$ cat src/rtl/cp0_regs_if.sv
// rtl/cp0_regs_if.sv - write-back stage to CP0 port: reads, MTC0, exception/ERET commit, interrupts
interface cp0_regs_if;
  logic [4:0]  raddr;
  logic [31:0] rdata;
  logic [4:0]  waddr;
  logic [31:0] wdata;
  logic [4:0]  ex_code;
  logic        bd;
  logic        eret;
  logic [31:0] BadVAddr;
  logic        pc_error;
  logic        mtc0;
  logic [4:0]  mtc0_waddr;
  logic [31:0] mtc0_wdata;
  logic [5:0]  ext_int;
  logic        time_int;
  logic        int_req;

  modport master (
    output raddr, waddr, wdata, ex_code, bd, eret, BadVAddr, pc_error,
           mtc0, mtc0_waddr, mtc0_wdata, ext_int,
    input  rdata, time_int, int_req
  );

  modport slave (
    input  raddr, waddr, wdata, ex_code, bd, eret, BadVAddr, pc_error,
           mtc0, mtc0_waddr, mtc0_wdata, ext_int,
    output rdata, time_int, int_req
  );
endinterface

$ cat src/rtl/cp0_regs.sv
// rtl/cp0_regs.sv - CP0 BadVAddr/Count/Compare/Status/Cause/EPC and interrupt logic
// Count/Compare/timer interrupt are built only when CP0_TIMER_EN is defined.
module cp0_regs (
  input  logic         clk,
  input  logic         reset,
  cp0_regs_if.slave    bus
);

  localparam logic [4:0] NO_EX      = 5'h1f;
  localparam logic [4:0] EXC_ADEL   = 5'h04;
  localparam logic [4:0] EXC_ADES   = 5'h05;
  localparam logic [4:0] REG_BADVA  = 5'd8;
  localparam logic [4:0] REG_COUNT  = 5'd9;
  localparam logic [4:0] REG_CMP    = 5'd11;
  localparam logic [4:0] REG_STATUS = 5'd12;
  localparam logic [4:0] REG_CAUSE  = 5'd13;
  localparam logic [4:0] REG_EPC    = 5'd14;

  logic [31:0] r_badvaddr;
  logic [31:0] r_epc;
  logic [7:0]  r_status_im;
  logic        r_status_exl;
  logic        r_status_ie;
  logic        r_cause_bd;
  logic [5:0]  r_cause_ip_hw;
  logic [1:0]  r_cause_ip_sw;
  logic [4:0]  r_cause_exc;

  logic        w_exc;
  logic        w_eret;
  logic        w_mtc0;
  logic        w_ti;
  logic [31:0] w_count_rd;
  logic [31:0] w_compare_rd;
  logic [31:0] w_status;
  logic [31:0] w_cause;
  logic [31:0] w_rdata;
  logic        w_unused_pc_error;

  // An exception in WB squashes whatever MTC0/ERET the same instruction carries
  assign w_exc  = (bus.ex_code != NO_EX);
  assign w_eret = bus.eret && !w_exc;
  assign w_mtc0 = bus.mtc0 && !w_exc;
  assign w_unused_pc_error = bus.pc_error;

`ifdef CP0_TIMER_EN
  logic        r_tick;
  logic [31:0] r_count;
  logic [31:0] r_compare;
  logic        r_cause_ti;
  logic [31:0] w_count_next;
  logic        w_count_wr;
  logic        w_compare_wr;

  assign w_count_wr   = w_mtc0 && (bus.mtc0_waddr == REG_COUNT);
  assign w_compare_wr = w_mtc0 && (bus.mtc0_waddr == REG_CMP);

  always_comb begin
    w_count_next = r_count;
    if (w_count_wr)
      w_count_next = bus.mtc0_wdata;
    else if (r_tick)
      w_count_next = r_count + 32'd1;
  end

  always_ff @(posedge clk or posedge reset) begin
    if (reset) begin
      r_tick     <= 1'b0;
      r_count    <= 32'd0;
      r_compare  <= 32'd0;
      r_cause_ti <= 1'b0;
    end else begin
      r_tick  <= ~r_tick;
      r_count <= w_count_next;
      if (w_compare_wr)
        r_compare <= bus.mtc0_wdata;
      // A Compare write always acknowledges the timer, even against a same-cycle match
      if (w_compare_wr)
        r_cause_ti <= 1'b0;
      else if (w_count_next == r_compare)
        r_cause_ti <= 1'b1;
    end
  end

  assign w_ti         = r_cause_ti;
  assign w_count_rd   = r_count;
  assign w_compare_rd = r_compare;
`else
  assign w_ti         = 1'b0;
  assign w_count_rd   = 32'd0;
  assign w_compare_rd = 32'd0;
`endif

  always_ff @(posedge clk or posedge reset) begin
    if (reset) begin
      r_badvaddr    <= 32'd0;
      r_epc         <= 32'd0;
      r_status_im   <= 8'd0;
      r_status_exl  <= 1'b0;
      r_status_ie   <= 1'b0;
      r_cause_bd    <= 1'b0;
      r_cause_ip_hw <= 6'd0;
      r_cause_ip_sw <= 2'd0;
      r_cause_exc   <= 5'd0;
    end else begin
      r_cause_ip_hw <= {bus.ext_int[5] | w_ti, bus.ext_int[4:0]};
      if (w_exc) begin
        // Nested exceptions keep the original return point and delay-slot flag
        if (!r_status_exl) begin
          if (bus.waddr == REG_EPC)
            r_epc <= bus.bd ? (bus.wdata - 32'd4) : bus.wdata;
          r_cause_bd <= bus.bd;
        end
        r_cause_exc  <= bus.ex_code;
        r_status_exl <= 1'b1;
        if ((bus.ex_code == EXC_ADEL) || (bus.ex_code == EXC_ADES))
          r_badvaddr <= bus.BadVAddr;
      end else begin
        if (w_mtc0) begin
          case (bus.mtc0_waddr)
            REG_STATUS: begin
              r_status_im  <= bus.mtc0_wdata[15:8];
              r_status_exl <= bus.mtc0_wdata[1];
              r_status_ie  <= bus.mtc0_wdata[0];
            end
            REG_CAUSE: r_cause_ip_sw <= bus.mtc0_wdata[9:8];
            REG_EPC:   r_epc         <= bus.mtc0_wdata;
            default: ;
          endcase
        end
        if (w_eret)
          r_status_exl <= 1'b0;
      end
    end
  end

  assign w_status = {9'd0, 1'b1, 6'd0, r_status_im, 6'd0, r_status_exl, r_status_ie};
  assign w_cause  = {r_cause_bd, w_ti, 14'd0, r_cause_ip_hw, r_cause_ip_sw,
                     1'b0, r_cause_exc, 2'd0};

  always_comb begin
    w_rdata = 32'd0;
    case (bus.raddr)
      REG_BADVA:  w_rdata = r_badvaddr;
      REG_COUNT:  w_rdata = w_count_rd;
      REG_CMP:    w_rdata = w_compare_rd;
      REG_STATUS: w_rdata = w_status;
      REG_CAUSE:  w_rdata = w_cause;
      REG_EPC:    w_rdata = r_epc;
      default:    w_rdata = 32'd0;
    endcase
  end

  assign bus.rdata    = w_rdata;
  assign bus.time_int = w_ti;
  assign bus.int_req  = (|(w_cause[15:8] & r_status_im)) && r_status_ie && !r_status_exl;

endmodule

$ cat src/flat_wrapper.sv
// flat-port wrapper written by rule: the top's interface ports become plain ports
module cp0_regs_flat 
  (clk, reset, bus_raddr, bus_waddr, bus_wdata, bus_ex_code, bus_bd, bus_eret, bus_BadVAddr, bus_pc_error, bus_mtc0, bus_mtc0_waddr, bus_mtc0_wdata, bus_ext_int, bus_rdata, bus_time_int, bus_int_req);
  cp0_regs_if bus_i ();
  input  logic clk;
  input  logic reset;
  input wire logic [$bits(bus_i.raddr)-1:0] bus_raddr;
  input wire logic [$bits(bus_i.waddr)-1:0] bus_waddr;
  input wire logic [$bits(bus_i.wdata)-1:0] bus_wdata;
  input wire logic [$bits(bus_i.ex_code)-1:0] bus_ex_code;
  input wire logic [$bits(bus_i.bd)-1:0] bus_bd;
  input wire logic [$bits(bus_i.eret)-1:0] bus_eret;
  input wire logic [$bits(bus_i.BadVAddr)-1:0] bus_BadVAddr;
  input wire logic [$bits(bus_i.pc_error)-1:0] bus_pc_error;
  input wire logic [$bits(bus_i.mtc0)-1:0] bus_mtc0;
  input wire logic [$bits(bus_i.mtc0_waddr)-1:0] bus_mtc0_waddr;
  input wire logic [$bits(bus_i.mtc0_wdata)-1:0] bus_mtc0_wdata;
  input wire logic [$bits(bus_i.ext_int)-1:0] bus_ext_int;
  output wire logic [$bits(bus_i.rdata)-1:0] bus_rdata;
  output wire logic [$bits(bus_i.time_int)-1:0] bus_time_int;
  output wire logic [$bits(bus_i.int_req)-1:0] bus_int_req;
  assign bus_i.raddr = bus_raddr;
  assign bus_i.waddr = bus_waddr;
  assign bus_i.wdata = bus_wdata;
  assign bus_i.ex_code = bus_ex_code;
  assign bus_i.bd = bus_bd;
  assign bus_i.eret = bus_eret;
  assign bus_i.BadVAddr = bus_BadVAddr;
  assign bus_i.pc_error = bus_pc_error;
  assign bus_i.mtc0 = bus_mtc0;
  assign bus_i.mtc0_waddr = bus_mtc0_waddr;
  assign bus_i.mtc0_wdata = bus_mtc0_wdata;
  assign bus_i.ext_int = bus_ext_int;
  assign bus_rdata = bus_i.rdata;
  assign bus_time_int = bus_i.time_int;
  assign bus_int_req = bus_i.int_req;
  cp0_regs u_core (.clk(clk), .reset(reset), .bus(bus_i));
endmodule
$ cat config.mk
export PLATFORM = sky130hd
export DESIGN_NAME = cp0_regs_flat
export DESIGN_NICKNAME = d
export VERILOG_FILES = /design/src/rtl/cp0_regs_if.sv /design/src/rtl/cp0_regs.sv /design/src/flat_wrapper.sv
export SDC_FILE = /design/constraint.sdc
export NUM_CORES = 1
export LEC_CHECK = 0
export BUFFER_PORTS_ARGS = -buffer_cell sky130_fd_sc_hd__buf_2
export CAP_MARGIN = 20
export CORE_MARGIN = 8
export CORE_UTILIZATION = 40
export DETAILED_ROUTE_END_ITERATION = 10
export GPL_ROUTABILITY_DRIVEN = 0
export PLACE_DENSITY = 0.66
export SETUP_SLACK_MARGIN = 0.4
export SYNTH_ARGS = -nofsm -noshare
export SYNTH_HDL_FRONTEND = slang
export SYNTH_SLANG_ARGS = --single-unit
$ cat constraint.sdc
create_clock -name clk -period 4.8 [get_ports clk]
set_input_delay 0.96 -clock clk [delete_from_list [all_inputs] [get_ports clk]]
set_output_delay 0.96 -clock clk [all_outputs]
set_load 0.02 [all_outputs]
==> summary.txt <==
Critical path
  – Slowest CP cell: or4b_2
  – Startpoint types: input pin
  – Critical Path AT: 3150 ps
  – CP endpoint kind: output port
  – Cells along the critical path: buf_2, or4b_2, nor2_2, buf_4, a22o_1, buf_2
  – CP Max Fanout: 15
  – CP top delay family: simple AND/OR/NAND/NOR gates
  – Most used cell, CP: buf_2
  – Worst setup path class: in -> out
  – Critical path required time: 3840 ps
  – Slowest Stage Delay on Critical Path: around 850 ps
  – Buf/Inv on CP: 3

Route
  – Vias: 4299
  – Drt initial violations: 290
  – Final ANT Viol Nets: 0
  – Post-Route WL: 15.2 mm
  – DRC: 0
  – DR pass1 iterations: 5
  – Number of vias per cell: between 5 and 6
  – Routed length per instance: 19.8 µm

Placement
  – DP Area: 0.00565 mm²
  – Port buffer count: about 160
  – DP Cell Count: approximately 750
  – DP Wirelength: 11.7 mm
  – Post-Place Setup Slack: 704 ps

Synth
  – Register area share after synthesis: 47.1%
  – Commonest cells in the synthesized netlist: dfrtp_1 (88), nand2_1 (52), mux2_2 (44)
  – Asr flop ratio synth: 100%
  – Synth Flop Type: dfrtp_1
  – Area share of the largest cell type after synthesis: about 47%
  – Synth Register Bits: 88
  – Yosys warns: 0
  – Area contributors post-synth: dfrtp_1 (47%), mux2_2 (11%), nand2_1 (4.2%)
  – Net count after synthesis: 593
  – Post-Syn Area: approximately 0.0047 mm²
  – Avg Inst Size Synth: 10.1 µm²
  – Top-count cell post-synth: dfrtp_1
  – Post-synth EDFFs: 0
  – Cell accounting for the most synthesized area: dfrtp_1
  – Syn Inst Count: 464
  – Netlist cell types: 53

CTS
  – Clock slew at reported path FFs: 60 ps
  – CTS root buf: clkbuf_16
  – Skew-Pair Late Insertion Delay: 340 ps
  – CTS buffer count: 9
  – Hold Buf Count CTS: 0
  – Resized Gates After CTS: 0
  – Setup bufs post-CTS: 0
  – Max Root-Sink Buffers: 2
  – Number of H-tree levels: 3
  – Clk sinks: between 80 and 90
  – CTS tree: done

Timing
  – Setup ws final: 691 ps
  – Hold slack: 472 ps
  – Period utilization: 85.6%
  – Final worst clock skew: 6.37 ps
  – Final setup viols: 0
  – Worst-Margin Slew: 989 ps
  – RSZ-0062 raised after global routing: false
  – Tmin final: 4110 ps
  – Final Hold Viols: 0
  – Worst slew margin: 33.7%
  – Slew Viols, Final: 0
  – Max frequency: 243 MHz
  – Sum Neg Setup Slack: 0 ps

Hold path
  – Worst Hold Class: reg -> reg

Floorplanning
  – Die Width: around 120 µm
  – Initial Utilization: 40.9%
  – Core area: 0.0114 mm²
  – Top Ports: 162
  – Rows: 39
  – Die height: 124 µm
  – Die area: 0.0154 mm²

Power and ir drop
  – Leakage power: 2.83 nW
  – Max VDD drop: 0.157 mV
  – NetSw: about 0.47 mW
  – Net Sw Frac: 26.4%
  – Reg power frac: between 40% and 50%
  – Pwr per Cell Area: 298 mW/mm²
  – Int Pwr: around 1.3 mW
  – Comb pwr share: 13.3%
  – Clock network power share: 37.5%

Final layout
  – Share of cells above drive strength 1: between 30% and 40%
  – Total Nets Final: 749
  – Synth-to-layout area growth: 27.2%
  – Multi-input logic area: between 0.002 and 0.0025 mm²
  – FF+latch area: 0.00220 mm²
  – Post-Layout Inst Area: 0.00595 mm²
  – Finished Layout Cells: 769
  – # fillers: 1112

GRT
  – Vias in the first global route: ~4400
  – First-pass GRT wire length: 23.1 mm
  – Total grt overflow: 0
  – GRT Util Overall: 19.6%
  – Initial antenna violation count: 2
  – Pin count of the biggest net entering global routing: 62

Outcome
  – Outcome: finished clean

Job
  – Max-Cap Viols: 0
routing by layer:
metal	routed length, µm	part of all wire (%)	GRT usage (%)	vias up
li1	-	-	-	2017
met1	6430	42	25.0	2107
met2	7260	48	32.1	157
met3	1280	8.4	4.81	16
met4	216	1.4	5.72	2
met5	10	0.066	0	-
per-stage QoR:
stage	utilization, %	power, mW
3_3_place_gp	49.5	1.11
5_1_grt	52.1	1.85
4_1_cts	51.9	1.79
6_report	52.1	1.77
3_5_place_dp	49.5	1.12
2_1_floorplan	-	1.00
path summary, 6_finish.rpt:
check / start / to / slack, ps / cells after the start
worst max-delay path: bus_raddr[0] / bus_rdata[17] / 690 / 6
max in group asynchronous: reset / u_core.r_epc[14] / 3390 / 3
worst min register to register: u_core.r_epc[6] / u_core.r_epc[6] / 470 / 2
worst min-delay path: u_core.r_epc[6] / u_core.r_epc[6] / 470 / 2
min in group asynchronous: reset / u_core.r_cause_exc[1] / 640 / 2
worst max register to register: u_core.r_status_exl / u_core.r_epc[24] / 2720 / 4
layout by cell type, fill, tap and decap left out, types with 4 or more instances in the layout:
master	n
inv_1	8
nor4_1	10
nand4_1	5
or3_1	4
o22ai_1	4
buf_4	11
xor2_1	7
buf_2	159
a21oi_1	9
nand2_1	52
mux2_2	44
a22o_1	16
nor3_1	15
nand3_1	7
a22oi_1	21
inv_6	4
dfrtp_1	88
o21ai_0	25
nor2_1	34
o21a_1	5
xnor2_1	17
a211oi_1	9
or4_1	5
clkbuf_16	9
mux2i_1	9
power groups by stage:
| stage | clock [mW] | combinational [mW] | sequential, mW |
|---|---|---|---|
| floorplan | 0 | 0.136 | 0.866 |
| global placement | 0 | 0.226 | 0.880 |
| detailed placement | 0 | 0.235 | 0.885 |
| CTS | 0.682 | 0.235 | 0.871 |
| global route | 0.714 | 0.260 | 0.879 |
| finish | 0.663 | 0.235 | 0.872 |
kinds of logic (layout without fill, tap and decap cells):
| family | Yosys count | count (layout) | share of synthesized area [%] |
|---|---|---|---|
| AOI/OAI and AO/OA | 107 | 107 | 15.7 |
| adders and majority gates | 1 | 1 | 0.268 |
| DFF | 88 | 88 | 47.1 |
| xor gates and xnor gates | 24 | 24 | 4.50 |
| buffers and inverters | 35 | 196 | 3.08 |
| muxes | 53 | 53 | 12.5 |
| and+or+nand+nor | 155 | 155 | 16.8 |
| other | 1 | 2 | 0.0802 |
tightest hold or removal path: cells and delay by family (launching register included):
| kind | cells | cell delay, ps |
|---|---|---|
| DFF | 1 | 340 |
| and+or+nand+nor | 2 | 100 |
area by class of cell:
type | instances | area share [%]
Multi-Input combinational cell | 341 | 39.6
Sequential cell | 88 | 37.0
Timing Repair Buffer | 171 | 15.1
Clock buffer | 9 | 3.79
Tap cell | 143 | 3.01
Clock inverter | 7 | 0.884
Inverter | 9 | 0.589
Antenna cell | 1 | 0.0421
registers in the layout (all words and copies together) (netlist names):
| name | flops |
|---|---|
| u_core.r_status_exl | 1 |
| u_core.r_cause_bd | 1 |
| u_core.r_epc | 32 |
| u_core.r_badvaddr | 32 |
| u_core.r_status_im | 8 |
| u_core.r_cause_ip_sw | 2 |
| u_core.r_cause_exc | 5 |
| u_core.r_cause_ip_hw | 6 |
| u_core.r_status_ie | 1 |
Power figures use the tool's default switching activity.
